--- src/rtl/arb_pkg.sv ---
// Shared constants and grant-decoding helpers for the arbiter request queue.
package arb_pkg;
  localparam int NREQ  = 4;
  localparam int SRC_W = 2;

  function automatic logic is_onehot(input logic [NREQ-1:0] v);
    int n;
    n = 0;
    for (int i = 0; i < NREQ; i++) n += int'(v[i]);
    return (n == 1);
  endfunction

  function automatic logic [SRC_W-1:0] oh2idx(input logic [NREQ-1:0] v);
    logic [SRC_W-1:0] idx;
    idx = '0;
    for (int i = 0; i < NREQ; i++) if (v[i]) idx |= SRC_W'(i);
    return idx;
  endfunction
endpackage

--- src/rtl/arb_req_queue_if.sv ---
// Push/arbitration/issue bundle between the request queue and its neighbours.
interface arb_req_queue_if
  import arb_pkg::*;
#(parameter int DATA_W = 8);
  logic [NREQ-1:0]        push_valid;
  logic [NREQ*DATA_W-1:0] push_data;
  logic [NREQ-1:0]        push_ready;
  logic [NREQ-1:0]        req;
  logic                   enable;
  logic [NREQ-1:0]        grant;
  logic                   out_valid;
  logic [DATA_W-1:0]      out_data;
  logic [SRC_W-1:0]       out_src;
  logic                   grant_err;
  logic [31:0]            grant_cnt;

  modport master (output push_valid, push_data, enable, grant,
                  input  push_ready, req, out_valid, out_data, out_src, grant_err, grant_cnt);
  modport slave  (input  push_valid, push_data, enable, grant,
                  output push_ready, req, out_valid, out_data, out_src, grant_err, grant_cnt);
endinterface

--- src/rtl/arb_req_fifo.sv ---
// DEPTH x DATA_W synchronous FIFO for one requester; pointers wrap modulo DEPTH.
module arb_req_fifo #(
  parameter int DATA_W = 8,
  parameter int DEPTH  = 4,
  localparam int AW = $clog2(DEPTH),
  localparam int CW = AW + 1
) (
  input  logic              clk,
  input  logic              reset,
  input  logic              push_i,
  input  logic              pop_i,
  input  logic [DATA_W-1:0] data_i,
  output logic              full_o,
  output logic              empty_o,
  output logic [CW-1:0]     count_o,
  output logic [DATA_W-1:0] head_o
);
  logic [DATA_W-1:0] mem_q [DEPTH];
  logic [AW-1:0]     wr_ptr_q, wr_ptr_d, rd_ptr_q, rd_ptr_d;
  logic [CW-1:0]     count_q, count_d;
  logic              do_push, do_pop;

  assign full_o  = (count_q == CW'(DEPTH));
  assign empty_o = (count_q == '0);
  assign count_o = count_q;
  assign head_o  = mem_q[rd_ptr_q];

  // Full/empty come from registered state only, so a pop never frees room for a same-edge push.
  assign do_push = push_i & ~full_o;
  assign do_pop  = pop_i & ~empty_o;

  always_comb begin
    wr_ptr_d = wr_ptr_q + AW'(do_push);
    rd_ptr_d = rd_ptr_q + AW'(do_pop);
    count_d  = count_q + CW'(do_push) - CW'(do_pop);
  end

  always_ff @(posedge clk or posedge reset) begin
    if (reset) begin
      wr_ptr_q <= '0;
      rd_ptr_q <= '0;
      count_q  <= '0;
    end else begin
      wr_ptr_q <= wr_ptr_d;
      rd_ptr_q <= rd_ptr_d;
      count_q  <= count_d;
    end
  end

  always_ff @(posedge clk) begin
    if (do_push) mem_q[wr_ptr_q] <= data_i;
  end
endmodule

--- src/rtl/arb_req_queue.sv ---
// Per-source request queues feeding the 4-way arbiter; pops the granted queue one clk after enable_d.
// Optional per-source issue counters built only with `define ARB_Q_STATS_EN.
module arb_req_queue
  import arb_pkg::*;
#(
  parameter int DATA_W = 8,
  parameter int DEPTH  = 4
) (
  input logic          clk,
  input logic          reset,
  arb_req_queue_if.slave bus
);
  localparam int CW = $clog2(DEPTH) + 1;

  logic [NREQ-1:0]             full, empty, pop_vec, push_vec;
  logic [NREQ-1:0][CW-1:0]     count;
  logic [NREQ-1:0][DATA_W-1:0] head;
  logic                        enable_d_q, out_valid_q, grant_err_q;
  logic [DATA_W-1:0]           out_data_q;
  logic [SRC_W-1:0]            out_src_q, gidx;
  logic                        g_onehot;

  for (genvar i = 0; i < NREQ; i++) begin : g_q
    assign push_vec[i] = bus.push_valid[i];
    arb_req_fifo #(.DATA_W(DATA_W), .DEPTH(DEPTH)) u_fifo (
      .clk    (clk),
      .reset  (reset),
      .push_i (push_vec[i]),
      .pop_i  (pop_vec[i]),
      .data_i (bus.push_data[i*DATA_W +: DATA_W]),
      .full_o (full[i]),
      .empty_o(empty[i]),
      .count_o(count[i]),
      .head_o (head[i])
    );
    assign bus.req[i] = (count[i] != '0);
  end

  assign bus.push_ready = ~full;
  assign g_onehot = is_onehot(bus.grant);
  assign gidx     = oh2idx(bus.grant);
  // A grant to an empty queue is stale, not an error: it simply pops nothing.
  assign pop_vec  = (enable_d_q && g_onehot) ? (bus.grant & ~empty) : '0;

  always_ff @(posedge clk or posedge reset) begin
    if (reset) begin
      enable_d_q  <= 1'b0;
      out_valid_q <= 1'b0;
      out_data_q  <= '0;
      out_src_q   <= '0;
      grant_err_q <= 1'b0;
    end else begin
      enable_d_q  <= bus.enable;
      out_valid_q <= |pop_vec;
      if (|pop_vec) begin
        out_data_q <= head[gidx];
        out_src_q  <= gidx;
      end
      if (enable_d_q && (|bus.grant) && !g_onehot) grant_err_q <= 1'b1;
    end
  end

  assign bus.out_valid = out_valid_q;
  assign bus.out_data  = out_data_q;
  assign bus.out_src   = out_src_q;
  assign bus.grant_err = grant_err_q;

`ifdef ARB_Q_STATS_EN
  logic [NREQ-1:0][7:0] cnt_q;
  always_ff @(posedge clk or posedge reset) begin
    if (reset) cnt_q <= '0;
    else
      for (int i = 0; i < NREQ; i++)
        if (pop_vec[i] && cnt_q[i] != 8'hFF) cnt_q[i] <= cnt_q[i] + 8'd1;
  end
  assign bus.grant_cnt = cnt_q;
`else
  assign bus.grant_cnt = 32'h0;
`endif
endmodule

--- src/flat_wrapper.sv ---
// flat-port wrapper written by rule: the top's interface ports become plain ports
module arb_req_queue_flat import arb_pkg::*;
#(
  parameter int DATA_W = 8,
  parameter int DEPTH  = 4
)
  (clk, reset, bus_push_valid, bus_push_data, bus_enable, bus_grant, bus_push_ready, bus_req, bus_out_valid, bus_out_data, bus_out_src, bus_grant_err, bus_grant_cnt);
  arb_req_queue_if #(.DATA_W(DATA_W)) bus_i ();
  input logic clk;
  input logic reset;
  input wire logic [$bits(bus_i.push_valid)-1:0] bus_push_valid;
  input wire logic [$bits(bus_i.push_data)-1:0] bus_push_data;
  input wire logic [$bits(bus_i.enable)-1:0] bus_enable;
  input wire logic [$bits(bus_i.grant)-1:0] bus_grant;
  output wire logic [$bits(bus_i.push_ready)-1:0] bus_push_ready;
  output wire logic [$bits(bus_i.req)-1:0] bus_req;
  output wire logic [$bits(bus_i.out_valid)-1:0] bus_out_valid;
  output wire logic [$bits(bus_i.out_data)-1:0] bus_out_data;
  output wire logic [$bits(bus_i.out_src)-1:0] bus_out_src;
  output wire logic [$bits(bus_i.grant_err)-1:0] bus_grant_err;
  output wire logic [$bits(bus_i.grant_cnt)-1:0] bus_grant_cnt;
  assign bus_i.push_valid = bus_push_valid;
  assign bus_i.push_data = bus_push_data;
  assign bus_i.enable = bus_enable;
  assign bus_i.grant = bus_grant;
  assign bus_push_ready = bus_i.push_ready;
  assign bus_req = bus_i.req;
  assign bus_out_valid = bus_i.out_valid;
  assign bus_out_data = bus_i.out_data;
  assign bus_out_src = bus_i.out_src;
  assign bus_grant_err = bus_i.grant_err;
  assign bus_grant_cnt = bus_i.grant_cnt;
  arb_req_queue #(.DATA_W(DATA_W), .DEPTH(DEPTH)) u_core (.clk(clk), .reset(reset), .bus(bus_i));
endmodule
--- config.mk ---
export PLATFORM = sky130hd
export DESIGN_NAME = arb_req_queue_flat
export DESIGN_NICKNAME = d
export VERILOG_FILES = /design/src/rtl/arb_pkg.sv /design/src/rtl/arb_req_queue_if.sv /design/src/rtl/arb_req_fifo.sv /design/src/rtl/arb_req_queue.sv /design/src/flat_wrapper.sv
export SDC_FILE = /design/constraint.sdc
export NUM_CORES = 1
export LEC_CHECK = 0
export ABC_AREA = 1
export BUFFER_PORTS_ARGS = -buffer_cell sky130_fd_sc_hd__buf_2
export CORE_MARGIN = 4
export CORE_UTILIZATION = 55
export DETAILED_ROUTE_END_ITERATION = 16
export HOLD_SLACK_MARGIN = 0.12
export PLACE_DENSITY = 0.76
export SLEW_MARGIN = 20
export SYNTH_ARGS = -nofsm -noshare
export SYNTH_HDL_FRONTEND = slang
export SYNTH_HIERARCHICAL = 1
export SYNTH_SLANG_ARGS = --single-unit
--- constraint.sdc ---
create_clock -name clk -period 3.5 [get_ports clk]
set_input_delay 0.525 -clock clk [delete_from_list [all_inputs] [get_ports clk]]
set_output_delay 0.525 -clock clk [all_outputs]
set_load 0.01 [all_outputs]
* Word-level counts from Yosys, hierarchy flattened *
Memories as Yosys holds them, arrays and structs flattened.
Index checks and enable logic that the tools add are counted.

word-level totals
  bits in registers = 41
  bits in writable memories = 128
  input port bits = 43
  output and inout port bits = 52
  logic and storage cells = 93
  memories = 4

operators by class
  add/subtract/negate cells = 19
  $lt $le $gt $ge = 1
  equal/unequal tests = 5
  multiplexer cells = 14
  bitwise gates (word level) = 19
  reduce and logical (&&, ||, !) cells = 14

memories
  name                        words  bits a word  rd ports  clocked after Yosys merged registers in  wr ports  RTL line            text
  u_core.g_q[0].u_fifo.mem_q  4      8            1         0                                        1         arb_req_fifo.sv:18  logic [DATA_W-1:0] mem_q [DEPTH];
  u_core.g_q[1].u_fifo.mem_q  4      8            1         0                                        1         arb_req_fifo.sv:18
  u_core.g_q[2].u_fifo.mem_q  4      8            1         0                                        1         arb_req_fifo.sv:18
  u_core.g_q[3].u_fifo.mem_q  4      8            1         0                                        1         arb_req_fifo.sv:18

operators with widths
  cell                   number
  $add A32 B2 Y32        2
  $eq A32 B2 Y1 const B  1
  $add A2 B1 Y2          8
  $bmux W8 S2            1
  $add A3 B1 Y3          4
  $eq A3 B3 Y1 const B   4
  $logic_not A3 Y1       4
  $reduce_bool A3 Y1     4
  $sub A3 B1 Y3          4
  $mux W1                9
  $and A1 B1 Y1          8
  $mux W8                1
  $not A1 Y1             8
  $not A4 Y4             2
  $reduce_or A4 Y1       2
  $and A4 B4 Y4          1
  $mux W2                2
  $mux W4                1
  $logic_and A1 B1 Y1    3
  $lt A2 B3 Y1 const B   1
  $add A1 B1 Y2          1
  $logic_not A1 Y1       1

* Depth between registers and ports, before layout *
Gate-level depths: netlist (run 1).

  depth in word-level cells = 8
  gate-level depth with buffers = 17
  depth with buffers taken out = 16

* Hierarchy *
Netlist (run 1), hierarchy kept.

modules (own cells, without submodules)
  module         times used  cells each  area an instance (sq um)
  arb_req_fifo   4           132         1632.8
  arb_req_queue  1           180         1238.7

* Least setup slack after synthesis (run 1) *
OpenSTA, ideal clock, no wires.

  kind = input -> register
  start = input port bus_grant[1]
  end = register u_core.g_q[0].u_fifo.count_q[1]
  arrival time = 3.177 ns
  slack = 0.188 ns
  stages on the path = 16
  cells stage by stage = buf_6 -> inv_2 -> fa_1 -> inv_1 -> ha_1 -> ha_1 -> inv_1 -> nand3_1 -> nor2_2 -> inv_1 -> nor3_1 -> a21boi_2 -> nand2_2 -> nand2_1 -> ha_1 -> fa_1

between the ends
  cells in the longest elaborated chain, start to end = 8

RTL lines
  what                                 RTL line             text
  start: declaration                   flat_wrapper.sv:14   input wire logic [$bits(bus_i.grant)-1:0] bus_grant;
  $add A1 B1 Y2                        arb_pkg.sv:9         for (int i = 0; i < NREQ; i++) n += int'(v[i]);
  $add A32 B2 Y32 (2 in a row)         arb_pkg.sv:9
  $eq A32 B2 Y1                        arb_pkg.sv:10        return (n == 1);
  $logic_and A1 B1 Y1                  arb_req_queue.sv:43  assign pop_vec = (enable_d_q && g_onehot) ? (bus.grant & ~empty) : '0;
  $mux W4                              arb_req_queue.sv:43
  via u_core.pop_vec[0]                arb_req_queue.sv:15  logic [NREQ-1:0] full, empty, pop_vec, push_vec;
  $and A1 B1 Y1                        arb_req_fifo.sv:30   assign do_pop = pop_i & ~empty_o;
  $sub A3 B1 Y3                        arb_req_fifo.sv:35   count_d = count_q + CW'(do_push) - CW'(do_pop);
  via u_core.g_q[0].u_fifo.count_d[1]  arb_req_fifo.sv:20   logic [CW-1:0] count_q, count_d;
  end signal: assignment               arb_req_fifo.sv:46   count_q <= count_d;
  end: declaration                     arb_req_fifo.sv:20

The timed path passes the listed nets, and every way through them passes these cells.
A chain may end at the register's enable or synchronous reset.

* Worst setup path after layout (run 1) *
  start = input port bus_grant[0]
  end = register u_core.g_q[1].u_fifo.count_q[1]

between the ends
  cells in the longest elaborated chain, start to end = 8

RTL lines
  what                                 RTL line
  $add A1 B1 Y2                        arb_pkg.sv:9
  $add A32 B2 Y32 (2 in a row)         arb_pkg.sv:9
  $eq A32 B2 Y1                        arb_pkg.sv:10
  $logic_and A1 B1 Y1                  arb_req_queue.sv:43
  $mux W4                              arb_req_queue.sv:43
  via u_core.pop_vec[1]                arb_req_queue.sv:15
  $and A1 B1 Y1                        arb_req_fifo.sv:30
  $sub A3 B1 Y3                        arb_req_fifo.sv:35
  via u_core.g_q[1].u_fifo.count_d[1]  arb_req_fifo.sv:20
  end signal: assignment               arb_req_fifo.sv:46
  end: declaration                     arb_req_fifo.sv:20

The timed path passes the listed nets, and every way through them passes these cells.

==> summary.txt, run 1 <==
Maximum clock rate: 317 MHz
Initial antenna violation count: 0
Routed vias/inst: 5.28
Core Util, Final: 61.9%
Syn avg cell area: 11.0 um2
Clk network pwr share: 25.5%
Switch share: 36.8%
Total number of vias: 5100
Ys Warns: 6
Port Buffer Count: 62
Status: complete, no violations
Synth Instances: 708
DR iter-0 viols: 414
Total gr overflow: 0
First-pass GRT wire length: 25600 um
Cell Rows: 43
Synth unique cells: 29
# diodes: 0
Leakage: 3.53 nW
RSZ-0062 raised after global routing: false
DRT Wirelength: 15800 um
Vias in the first global route: 4870
Fin Clk Skew: 7.25 ps
Area growth syn-to-layout: 10.5%
Adder-Cell Fraction of Synth Area: 3.06%
Critical Setup Path Class: in -> reg
Hold depth: 1
Period utilisation layout: 90.0%
Combinational share of power: 29.8%
Final layout net count: 832
DIE WIDTH: 127 um
Hold Slack: 232 ps
Commonest non-fill, non-tap cell in the layout: nor2_1
Ys async rst share: 24.3%
Worst-path clk slew: 60 ps
PD cells: 825 mW/mm2
Slowest CP cell: fa_1
Most used DFF post-synth: edfxtp_1
Worst EP arrival: 3450 ps
Internal power: 4.48 mW
Top cell by count, worst path: inv_1
H-tree Lvls: 4
Most frequent cells in the layout: nor2_1 (136), edfxtp_1 (128), nand2_1 (89), o21ai_1 (72), buf_2 (62)
CTS tree: done
Clk sinks: 169
Compound-gate portion of the synthesized area: 9.71%
CP Capture Type: flip-flop
HPWL after DPL: 11000 um
Largest net degree at the start of global routing: 26
Peak VDD IR: 412 uV
Startpoint types: input port
Netlist area before placement: 0.00777 mm2
Initial Utilization: 56.0%
Relative slew margins: 38.6%
Transition time of the tightest slew-check pin: 918 ps
Core area: 0.0139 mm2
Worst skew pair latency: 430 ps
CTS buffer count: 17
Xor/xnor share of the synthesized area: 0.902%
Simple-gate share of the synthesized area: 14.8%
Yosys reg bits: 169
Final hold viol count: 0
Sequential cell fraction of total power: 44.6%
Reg2reg path depth: 8
Max-slew violation count: 0
Critical path's largest stage delay: 550 ps
DRC: 0
Min Tclk post-route: 3150 ps
Largest family of logic cells by synthesized area: simple AND/OR/NAND/NOR gates
Die Height: 127 um
Share of cells above drive strength 1: 19.1%
Final ANT Viol Nets: 0
TritonRoute pass-1 iters: 5
WP data required: 3790 ps
Tot GR Track Use: 20.6%
Sequential area share after synthesis: 62.7%
CTS max path bufs: 2
Clock root buffer: clkbuf_16
Sw power: 2.61 mW
Number of flops mapped to enable cells by yosys: 128
Hold WC Path Type: in -> reg
IO Pins: 95
Final setup fails: 0
Crit path max fanout: 4
Max Cap Viol: 0
Mux share of post-synthesis cell area: 0%
Die area: 0.0161 mm2
Crit path cell chain: buf_2 -> inv_1 -> fa_1 -> inv_1 -> ha_1 -> ha_1 -> inv_1 -> nand3_1 -> nor2_2 -> inv_1 -> nor3_1 -> buf_4 -> a21boi_2 -> nand2_2 -> nand2_1 -> ha_1 -> fa_1
Routability Congestion: 0.794
WL per Instance: 16.4 um
## through the flow
stage               TNS [ps]  setup WS (ps)  power, mW  instance area (um2)  instances
finish                     0            349       7.09                 8590        966
global route               0            175       7.56                 8590        966
CTS                        0            380       7.12                 8590        966
detailed placement     -75.4          -42.7       5.30                 8000        933
global placement           0            113       5.13                 8000        933
floorplan                  0            188       4.76                 7890        739
## final timing paths
path / end / slack [ps] / startpoint
setup / recovery: u_core/g_q[1].u_fifo/count_o[1]$_DFF_PP0_ / 350 / bus_grant[0]
hold / removal: u_core/enable_d_q$_DFF_PP0_ / 230 / bus_enable
setup reg to reg: u_core/bus.out_data[2]$_DFFE_PP0P_ / 1060 / u_core/g_q[3].u_fifo/count_o[0]$_DFF_PP0_
hold reg to reg: u_core/g_q[1].u_fifo/rd_ptr_q[1]$_DFF_PP0_ / 500 / u_core/g_q[1].u_fifo/rd_ptr_q[1]$_DFF_PP0_
max in group asynchronous: u_core/bus.out_data[1]$_DFFE_PP0P_ / 2400 / reset
min in group asynchronous: u_core/g_q[2].u_fifo/rd_ptr_q[1]$_DFF_PP0_ / 660 / reset
## cells by family (layout without fill, tap and decap cells)
family | Yosys count | in the layout
other | 1 | 32
flip-flops | 169 | 169
adder cells (fa/ha/maj) | 16 | 16
AO/OA/AOI/OAI | 127 | 127
XOR/XNOR | 8 | 8
AND/OR/NAND/NOR | 276 | 276
buffers and inverters | 111 | 158
## registers in the layout, indices dropped and copies added, names as in the netlist
| register | flops |
|---|---|
| u_core/bus.grant_err | 1 |
| u_core/bus.out_data | 8 |
| u_core/bus.out_src | 2 |
| u_core/bus.out_valid | 1 |
| u_core/enable_d_q | 1 |
| u_core/g_q.u_fifo/count_o | 12 |
| u_core/g_q.u_fifo/mem_q | 128 |
| u_core/g_q.u_fifo/rd_ptr_q | 8 |
| u_core/g_q.u_fifo/wr_ptr_q | 8 |
## Yosys cell counts (5+ instances only)
cell,number,area share [%]
fa_1,5,1.3
inv_1,42,2.0
nand3_1,16,1.0
nor2_2,5,0.40
buf_6,10,1.4
inv_2,14,0.68
edfxtp_1,128,49
a21boi_2,8,1.2
nor2_1,136,6.6
nand2_2,16,1.3
o21ai_0,34,2.2
ha_1,11,1.8
o21ai_1,72,4.6
buf_4,39,3.8
dfrtp_1,41,13
nand2_1,89,4.3
o211ai_1,8,0.77
## metal layers
metal	GRT usage, %	routed length [um]
met5	0	0
met4	6.18	206
met3	4.55	1030
met2	34.1	7890
met1	27.4	6680
## critical path: cells and delay by family
family	cells	cell delay, ps
compound gates	1	200
fa+ha+maj	5	1580
buf+inv	6	530
simple gates	5	580
## cell type report
| type | instances | area [um2] |
|---|---|---|
| clock buffer | 18 | 429 |
| clock inverter | 14 | 149 |
| fill | 1077 | 5290 |
| inverter | 56 | 210 |
| multi-input combinational | 459 | 2330 |
| sequential | 169 | 4870 |
| tap | 180 | 225 |
| timing repair buffer | 70 | 373 |
## power groups by stage
stage / clock network [mW] / logic, mW / registers [mW]
floorplan: 0 / 1.74 / 3.02
finish: 1.81 / 2.11 / 3.16
detailed placement: 0 / 2.10 / 3.20
CTS: 1.84 / 2.12 / 3.16
global route: 1.93 / 2.40 / 3.23
global placement: 0 / 1.97 / 3.16
## repair_timing
item                      4_1_cts  5_1_grt
hold endpoints to repair       28        0
gates resized for setup         0        0
hold buffers                    1        0
buffers inserted                0        0
Power figures use the tool's default switching activity.
==> inputs of run 2 (changes only) <==
--- a/config.mk
+++ b/config.mk
@@ -7,11 +7,14 @@
 export LEC_CHECK = 0
 export ABC_AREA = 1
 export BUFFER_PORTS_ARGS = -buffer_cell sky130_fd_sc_hd__buf_2
+export CELL_PAD_IN_SITES_DETAIL_PLACEMENT = 1
+export CELL_PAD_IN_SITES_GLOBAL_PLACEMENT = 2
 export CORE_MARGIN = 4
-export CORE_UTILIZATION = 55
+export CORE_UTILIZATION = 41
 export DETAILED_ROUTE_END_ITERATION = 16
+export GPL_TIMING_DRIVEN = 0
 export HOLD_SLACK_MARGIN = 0.12
-export PLACE_DENSITY = 0.76
+export PLACE_DENSITY_LB_ADDON = 0.1
 export SLEW_MARGIN = 20
 export SYNTH_ARGS = -nofsm -noshare
 export SYNTH_HDL_FRONTEND = slang
==> run 2 against run 1 <==
Sequential power fell by 3%. Register-to-register slack gained 130 ps. Sequential share of layout area is 3.0 points lower. Largest cell class unchanged.
==> summary.txt, run 2 (same netlist as run 1, synthesis figures left out) <==
Core area: 0.0186 mm2 (was 0.0139 mm2)
Peak VDD IR: 350 uV (was 412 uV)
DRT Wirelength: 18400 um (was 15800 um)
Hold WC Path Type: in -> async (was in -> reg)
HPWL after DPL: 13600 um (was 11000 um)
CTS buffer count: 17 (unchanged)
Maximum clock rate: 304 MHz (was 317 MHz)
Postcts setup bufs: 0 (unchanged)
Hold bufs inserted after CTS: 0 (was 1)
Final setup fails: 0 (unchanged)
RSZ-0062 raised after global routing: false (unchanged)
Die area: 0.0212 mm2 (was 0.0161 mm2)
Clock root buffer: clkbuf_16 (unchanged)
DIE WIDTH: 146 um (was 127 um)
IO Pins: 95 (unchanged)
Worst-path clk slew: 70 ps (was 60 ps)
Min Tclk post-route: 3290 ps (was 3150 ps)
Commonest non-fill, non-tap cell in the layout: nor2_1 (unchanged)
First-pass GRT wire length: 29700 um (was 25600 um)
Fin Clk Skew: 14.8 ps (was 7.25 ps)
Initial Utilization: 41.7% (was 56.0%)
Combinational share of power: 34.3% (was 29.8%)
Total number of vias: 5214 (was 5100)
CTS max path bufs: 2 (unchanged)
Worst r2r dst: u_core/g_q[1].u_fifo/count_o[1]$_DFF_PP0_ (was u_core/bus.out_data[2]$_DFFE_PP0P_)
Non-Filler Instances: 1066 (was 966)
Die Height: 146 um (was 127 um)
Placed instance count: 1034 (was 933)
WP data required: 3790 ps (about the same)
Max-slew violation count: 0 (unchanged)
Final layout net count: 878 (was 832)
Vias in the first global route: 5536 (was 4870)
CTS tree: done (unchanged)
Startpoint types: input port (unchanged)
Final ANT Viol Nets: 0 (unchanged)
Cell Rows: 50 (was 43)
Switch share: 36.8% (about the same)
Period utilisation layout: 94.1% (was 90.0%)
Routed vias/inst: 4.89 (was 5.28)
Sequential cell fraction of total power: 41.4% (was 44.6%)
Status: complete, no violations (unchanged)
Worst skew pair latency: 420 ps (was 430 ps)
Area growth syn-to-layout: 16.6% (was 10.5%)
Worst EP arrival: 3590 ps (was 3450 ps)
Final WS setup: 206 ps (was 349 ps)
# diodes: 0 (unchanged)
Max Cap Viol: 0 (unchanged)
Core Util, Final: 48.6% (was 61.9%)
Max reg flops: 128 (unchanged)
Total gr overflow: 0 (unchanged)
DR iter-0 viols: 216 (was 414)
Leakage: 3.79 nW (was 3.53 nW)
TritonRoute pass-1 iters: 4 (was 5)
Share of cells above drive strength 1: 23.3% (was 19.1%)
Final hold viol count: 0 (unchanged)
Fill cells: 2032 (was 1077)
Crit path max fanout: 4 (unchanged)
Biggest register: u_core/g_q.u_fifo/mem_q (unchanged)
Internal power: 4.67 mW (was 4.48 mW)
Largest net degree at the start of global routing: 17 (was 26)
Crit Reg-Reg Startpoint: u_core/g_q[1].u_fifo/count_o[0]$_DFF_PP0_ (was u_core/g_q[3].u_fifo/count_o[0]$_DFF_PP0_)
Tot GR Track Use: 17.9% (was 20.6%)
Place WS: -429 ps (was -42.7 ps)
TNS Setup: 0 ps (unchanged)
Transition time of the tightest slew-check pin: 909 ps (was 918 ps)
Port Buffer Count: 61 (was 62)
CP Capture Type: flip-flop (unchanged)
H-tree Lvls: 4 (unchanged)
Relative slew margins: 39.2% (was 38.6%)
Reg2reg path depth: 9 (was 8)
Clk network pwr share: 24.3% (was 25.5%)
PD cells: 815 mW/mm2 (was 825 mW/mm2)
Reg2reg setup slack: 1190 ps (was 1060 ps)
Critical Setup Path Class: in -> reg (unchanged)
DRC: 0 (unchanged)
Routability Congestion: 0.803 (was 0.794)
Clk sinks: 169 (unchanged)
Initial antenna violation count: 0 (unchanged)
Sw power: 2.71 mW (was 2.61 mW)
WL per Instance: 17.3 um (was 16.4 um)
Most frequent cells in the layout: nor2_1 (136), edfxtp_1 (128), nand2_1 (89), o21ai_1 (72), buf_2 (63) (was nor2_1 (136), edfxtp_1 (128), nand2_1 (89), o21ai_1 (72), buf_2 (62))
## run 2: how the worst max path moves through the flow
stage                 start                                        end
4_1_cts        bus_grant[0]  u_core/g_q[1].u_fifo/count_o[1]$_DFF_PP0_
6_report       bus_grant[0]  u_core/g_q[2].u_fifo/count_o[1]$_DFF_PP0_
5_1_grt        bus_grant[0]  u_core/g_q[0].u_fifo/count_o[1]$_DFF_PP0_
3_3_place_gp   bus_grant[0]  u_core/g_q[3].u_fifo/count_o[1]$_DFF_PP0_
2_1_floorplan  bus_grant[1]  u_core/g_q[0].u_fifo/count_o[1]$_DFF_PP0_
3_5_place_dp   bus_grant[0]  u_core/g_q[3].u_fifo/count_o[1]$_DFF_PP0_
## run 2: power groups by stage
| stage | Sequential, mW | Clock [mW] | Combinational [mW] |
|---|---|---|---|
| floorplan | 3.02 | 0 | 1.74 |
| global placement | 3.06 | 0 | 2.44 |
| detailed placement | 3.10 | 0 | 2.55 |
| CTS | 3.06 | 1.84 | 2.57 |
| global route | 3.11 | 1.95 | 2.86 |
| finish | 3.05 | 1.79 | 2.53 |
## run 2: layout make-up
class / instances / area [um2] / share of cell area (%)
plain buffers: 55 / 475 / 5.25
clock buffers: 20 / 437 / 4.82
clock inverters: 12 / 128 / 1.41
inverters: 56 / 210 / 2.32
multi-input cells: 459 / 2340 / 25.8
flip-flops and latches: 169 / 4870 / 53.8
well taps: 234 / 293 / 3.23
repair buffers: 61 / 305 / 3.37
## run 2: critical path: stages
cell      delay (ps)
buf_2             90
inv_1             80
fa_1             550
inv_1             50
ha_1             180
ha_1             270
inv_1             60
nand3_1          110
nor2_2           160
inv_1            120
nor3_1           410
a21boi_2         280
nand2_2           80
nand2_1           70
ha_1             150
fa_1             410
## run 2: metrics by stage
step / cell area (um2) / hold WS, ps / total power [mW]
after detailed placement: 8480 / 490 / 5.65
after CTS: 9050 / 142 / 7.48
final: 9060 / 132 / 7.38
after global routing: 9060 / 152 / 7.92
after global placement: 8480 / 475 / 5.50
after floorplan: 7890 / 328 / 4.76
## run 2: timing repair
action,CTS,global route
gates cloned,0,0
pin swaps,0,0
setup endpoints to repair,1,2
gates resized for setup,1,1
## run 2: per-layer routing
metal  GRT usage, %  vias up  share of wire, %  wire (um)
met5              0        -                 0          0
met4           4.84        0               1.3        246
met3           4.08       13               4.5        820
met2           30.0      104                50       9180
met1           23.7     2557                44       8180
li1               -     2540                 -          -
==> inputs of run 3 (changes only) <==
--- a/config.mk
+++ b/config.mk
@@ -15,6 +15,7 @@
 export GPL_TIMING_DRIVEN = 0
 export HOLD_SLACK_MARGIN = 0.12
 export PLACE_DENSITY_LB_ADDON = 0.1
+export RECOVER_POWER = 50
 export SLEW_MARGIN = 20
 export SYNTH_ARGS = -nofsm -noshare
 export SYNTH_HDL_FRONTEND = slang
==> run 3 against run 2 <==
Via count grew 0.12%. Die area is the same. Combinational power is essentially flat. Sequential share of layout area grew 0.40 points. Utilization shrank 0.36 points. Cell area shrank 0.75%. Critical path depth is the same. Critical endpoint unchanged. Clock-buffer cell count is the same. Clock skew shrank 0.71 ps.
==> summary.txt, run 3 (same netlist as run 1, synthesis figures left out) <==
Crit Reg-Reg Startpoint: u_core/g_q[1].u_fifo/count_o[0]$_DFF_PP0_ (unchanged)
Relative slew margins: 39.1% (was 39.2%)
Hold Path Sink: u_core/enable_d_q$_DFF_PP0_
Hold bufs inserted after CTS: 0 (unchanged)
Cts repair resizes: 1 (unchanged)
Min Tclk post-route: 3310 ps (was 3290 ps)
Hold depth: 1
WP data required: 3790 ps (about the same)
Share of cells above drive strength 1: 18.3% (was 23.3%)
CTS buffer count: 17 (unchanged)
Reg2reg path depth: 9 (unchanged)
PD cells: 817 mW/mm2 (was 815 mW/mm2)
Min-delay src: bus_enable
TritonRoute pass-1 iters: 4 (unchanged)
Hold Slack: 223 ps (was 132 ps)
Routability Congestion: 0.803 (unchanged)
Die Height: 146 um (unchanged)
Most frequent cells in the layout: nor2_1 (140), edfxtp_1 (128), nand2_1 (89), o21ai_1 (72), inv_1 (42) (was nor2_1 (136), edfxtp_1 (128), nand2_1 (89), o21ai_1 (72), buf_2 (63))
Clock root buffer: clkbuf_16 (unchanged)
Max Cap Viol: 0 (unchanged)
Vias in the first global route: 5536 (unchanged)
Transition time of the tightest slew-check pin: 911 ps (was 909 ps)
CP Capture Type: flip-flop (unchanged)
Routed vias/inst: 4.90 (was 4.89)
Initial Utilization: 41.7% (unchanged)
DRC: 0 (unchanged)
Total gr overflow: 0 (unchanged)
Crit path cell chain: buf_2 -> inv_1 -> fa_1 -> inv_1 -> ha_1 -> ha_1 -> inv_1 -> nand3_1 -> nor2_2 -> inv_1 -> nor3_1 -> a21boi_2 -> nand2_2 -> nand2_1 -> ha_1 -> fa_1 (unchanged)
Fin Clk Skew: 14.0 ps (was 14.8 ps)
Commonest non-fill, non-tap cell in the layout: nor2_1 (unchanged)
Peak VDD IR: 351 uV (was 350 uV)
Area growth syn-to-layout: 15.7% (was 16.6%)
Postcts setup bufs: 0 (unchanged)
Non-Filler Instances: 1066 (unchanged)
Core Util, Final: 48.2% (was 48.6%)
IO Pins: 95 (unchanged)
Placed instance count: 1034 (unchanged)
Worst-path clk slew: 60 ps (was 70 ps)
Biggest register: u_core/g_q.u_fifo/mem_q (unchanged)
Port Buffer Count: 61 (unchanged)
Worst EP arrival: 3600 ps (was 3590 ps)
Crit path max fanout: 4 (unchanged)
Final layout net count: 878 (unchanged)
CTS tree: done (unchanged)
Die area: 0.0212 mm2 (unchanged)
Top cell by count, worst path: inv_1 (unchanged)
WL per Instance: 17.3 um (about the same)
Place WS: -429 ps (unchanged)
Cell area after layout: 0.00899 mm2 (was 0.00906 mm2)
DIE WIDTH: 146 um (unchanged)
Core area: 0.0186 mm2 (unchanged)
RSZ-0062 raised after global routing: false (unchanged)
Cell Rows: 50 (unchanged)
Leakage: 3.69 nW (was 3.79 nW)
Critical path's largest stage delay: 550 ps (about the same)
First-pass GRT wire length: 29700 um (unchanged)
CP bufs+invs: 5 (unchanged)
Final hold viol count: 0 (unchanged)
Max reg flops: 128 (unchanged)
Fill cells: 2051 (was 2032)
Status: complete, no violations (unchanged)
Worst r2r dst: u_core/g_q[1].u_fifo/count_o[1]$_DFF_PP0_ (unchanged)
Initial antenna violation count: 0 (unchanged)
DR iter-0 viols: 234 (was 216)
HPWL after DPL: 13600 um (unchanged)
Total number of vias: 5220 (was 5214)
Period utilisation layout: 94.7% (was 94.1%)
Placed inst area: 0.00848 mm2 (unchanged)
Tot GR Track Use: 17.9% (unchanged)
Final setup fails: 0 (unchanged)
Final WS setup: 187 ps (was 206 ps)
# diodes: 0 (unchanged)
CTS max path bufs: 2 (unchanged)
Max-slew violation count: 0 (unchanged)
Final ANT Viol Nets: 0 (unchanged)
DRT Wirelength: 18500 um (was 18400 um)
Hold WC Path Type: in -> reg (was in -> async)
Worst skew pair latency: 420 ps (about the same)
Startpoint types: input port (unchanged)
CP top delay family: adder cells (unchanged)
Reg2reg setup slack: 1160 ps (was 1190 ps)
Maximum clock rate: 302 MHz (was 304 MHz)
Largest net degree at the start of global routing: 17 (unchanged)
Slowest CP cell: fa_1 (unchanged)
Critical Setup Path Class: in -> reg (unchanged)
H-tree Lvls: 4 (unchanged)
Clk sinks: 169 (unchanged)
[run 3: changes by cell type in the layout (fill, tap and decap cells not counted)]
cell      previous run  this run
a21boi_2             8         4
buf_2               63        29
clkbuf_1             3        37
nor2_1             136       140
nor2_2               5         1
a21boi_0             0         4
[run 3: cell type report]
class	instances	area, um2	share of cell area [%]
plain buffers	55	475	5.29
clock buffers	20	437	4.86
clock inverters	12	128	1.42
flip-flops and latches	169	4870	54.2
inverters	56	210	2.34
repair buffers	61	263	2.92
multi-input cells	459	2320	25.8
well taps	234	293	3.26
[run 3: routing by layer]
metal / share of wire [%] / global-route usage, % / vias to the layer above
li1: - / - / 2539
met1: 45 / 23.7 / 2561
met2: 50 / 30.0 / 105
met3: 4.2 / 4.08 / 15
met4: 1.5 / 4.84 / 0
met5: 0 / 0 / -
[run 3: worst max path at each step]
stage                 startpoint                                         to  slack, ps  depth (start not counted)
floorplan           bus_grant[1]  u_core/g_q[0].u_fifo/count_o[1]$_DFF_PP0_        190                         16
CTS                 bus_grant[0]  u_core/g_q[1].u_fifo/count_o[1]$_DFF_PP0_         20                         16
global placement    bus_grant[0]  u_core/g_q[3].u_fifo/count_o[1]$_DFF_PP0_       -320                         16
finish              bus_grant[0]  u_core/g_q[2].u_fifo/count_o[1]$_DFF_PP0_        190                         16
detailed placement  bus_grant[0]  u_core/g_q[3].u_fifo/count_o[1]$_DFF_PP0_       -430                         16
global route        bus_grant[0]  u_core/g_q[0].u_fifo/count_o[1]$_DFF_PP0_         20                         16
[run 3: power by group]
group	internal (mW)	switching (mW)
Sequential	2.73	0.310
Combinational	0.876	1.64
Clock	1.05	0.744
[run 3: worst reg2reg max path: stages, from the launching register on]
cell      delay [ps]
dfrtp_1          450
nor2_1           130
nand2_2          120
inv_1             90
nor3_2           390
a21boi_2         290
nand2_2           90
nand2_1           70
ha_1             160
fa_1             420
[run 3: through the flow]
| step | TNS, ps | power [mW] |
|---|---|---|
| floorplan | 0 | 4.76 |
| global placement | -1300 | 5.50 |
| detailed placement | -2460 | 5.65 |
| CTS | 0 | 7.48 |
| global route | 0 | 7.89 |
| finish | 0 | 7.35 |
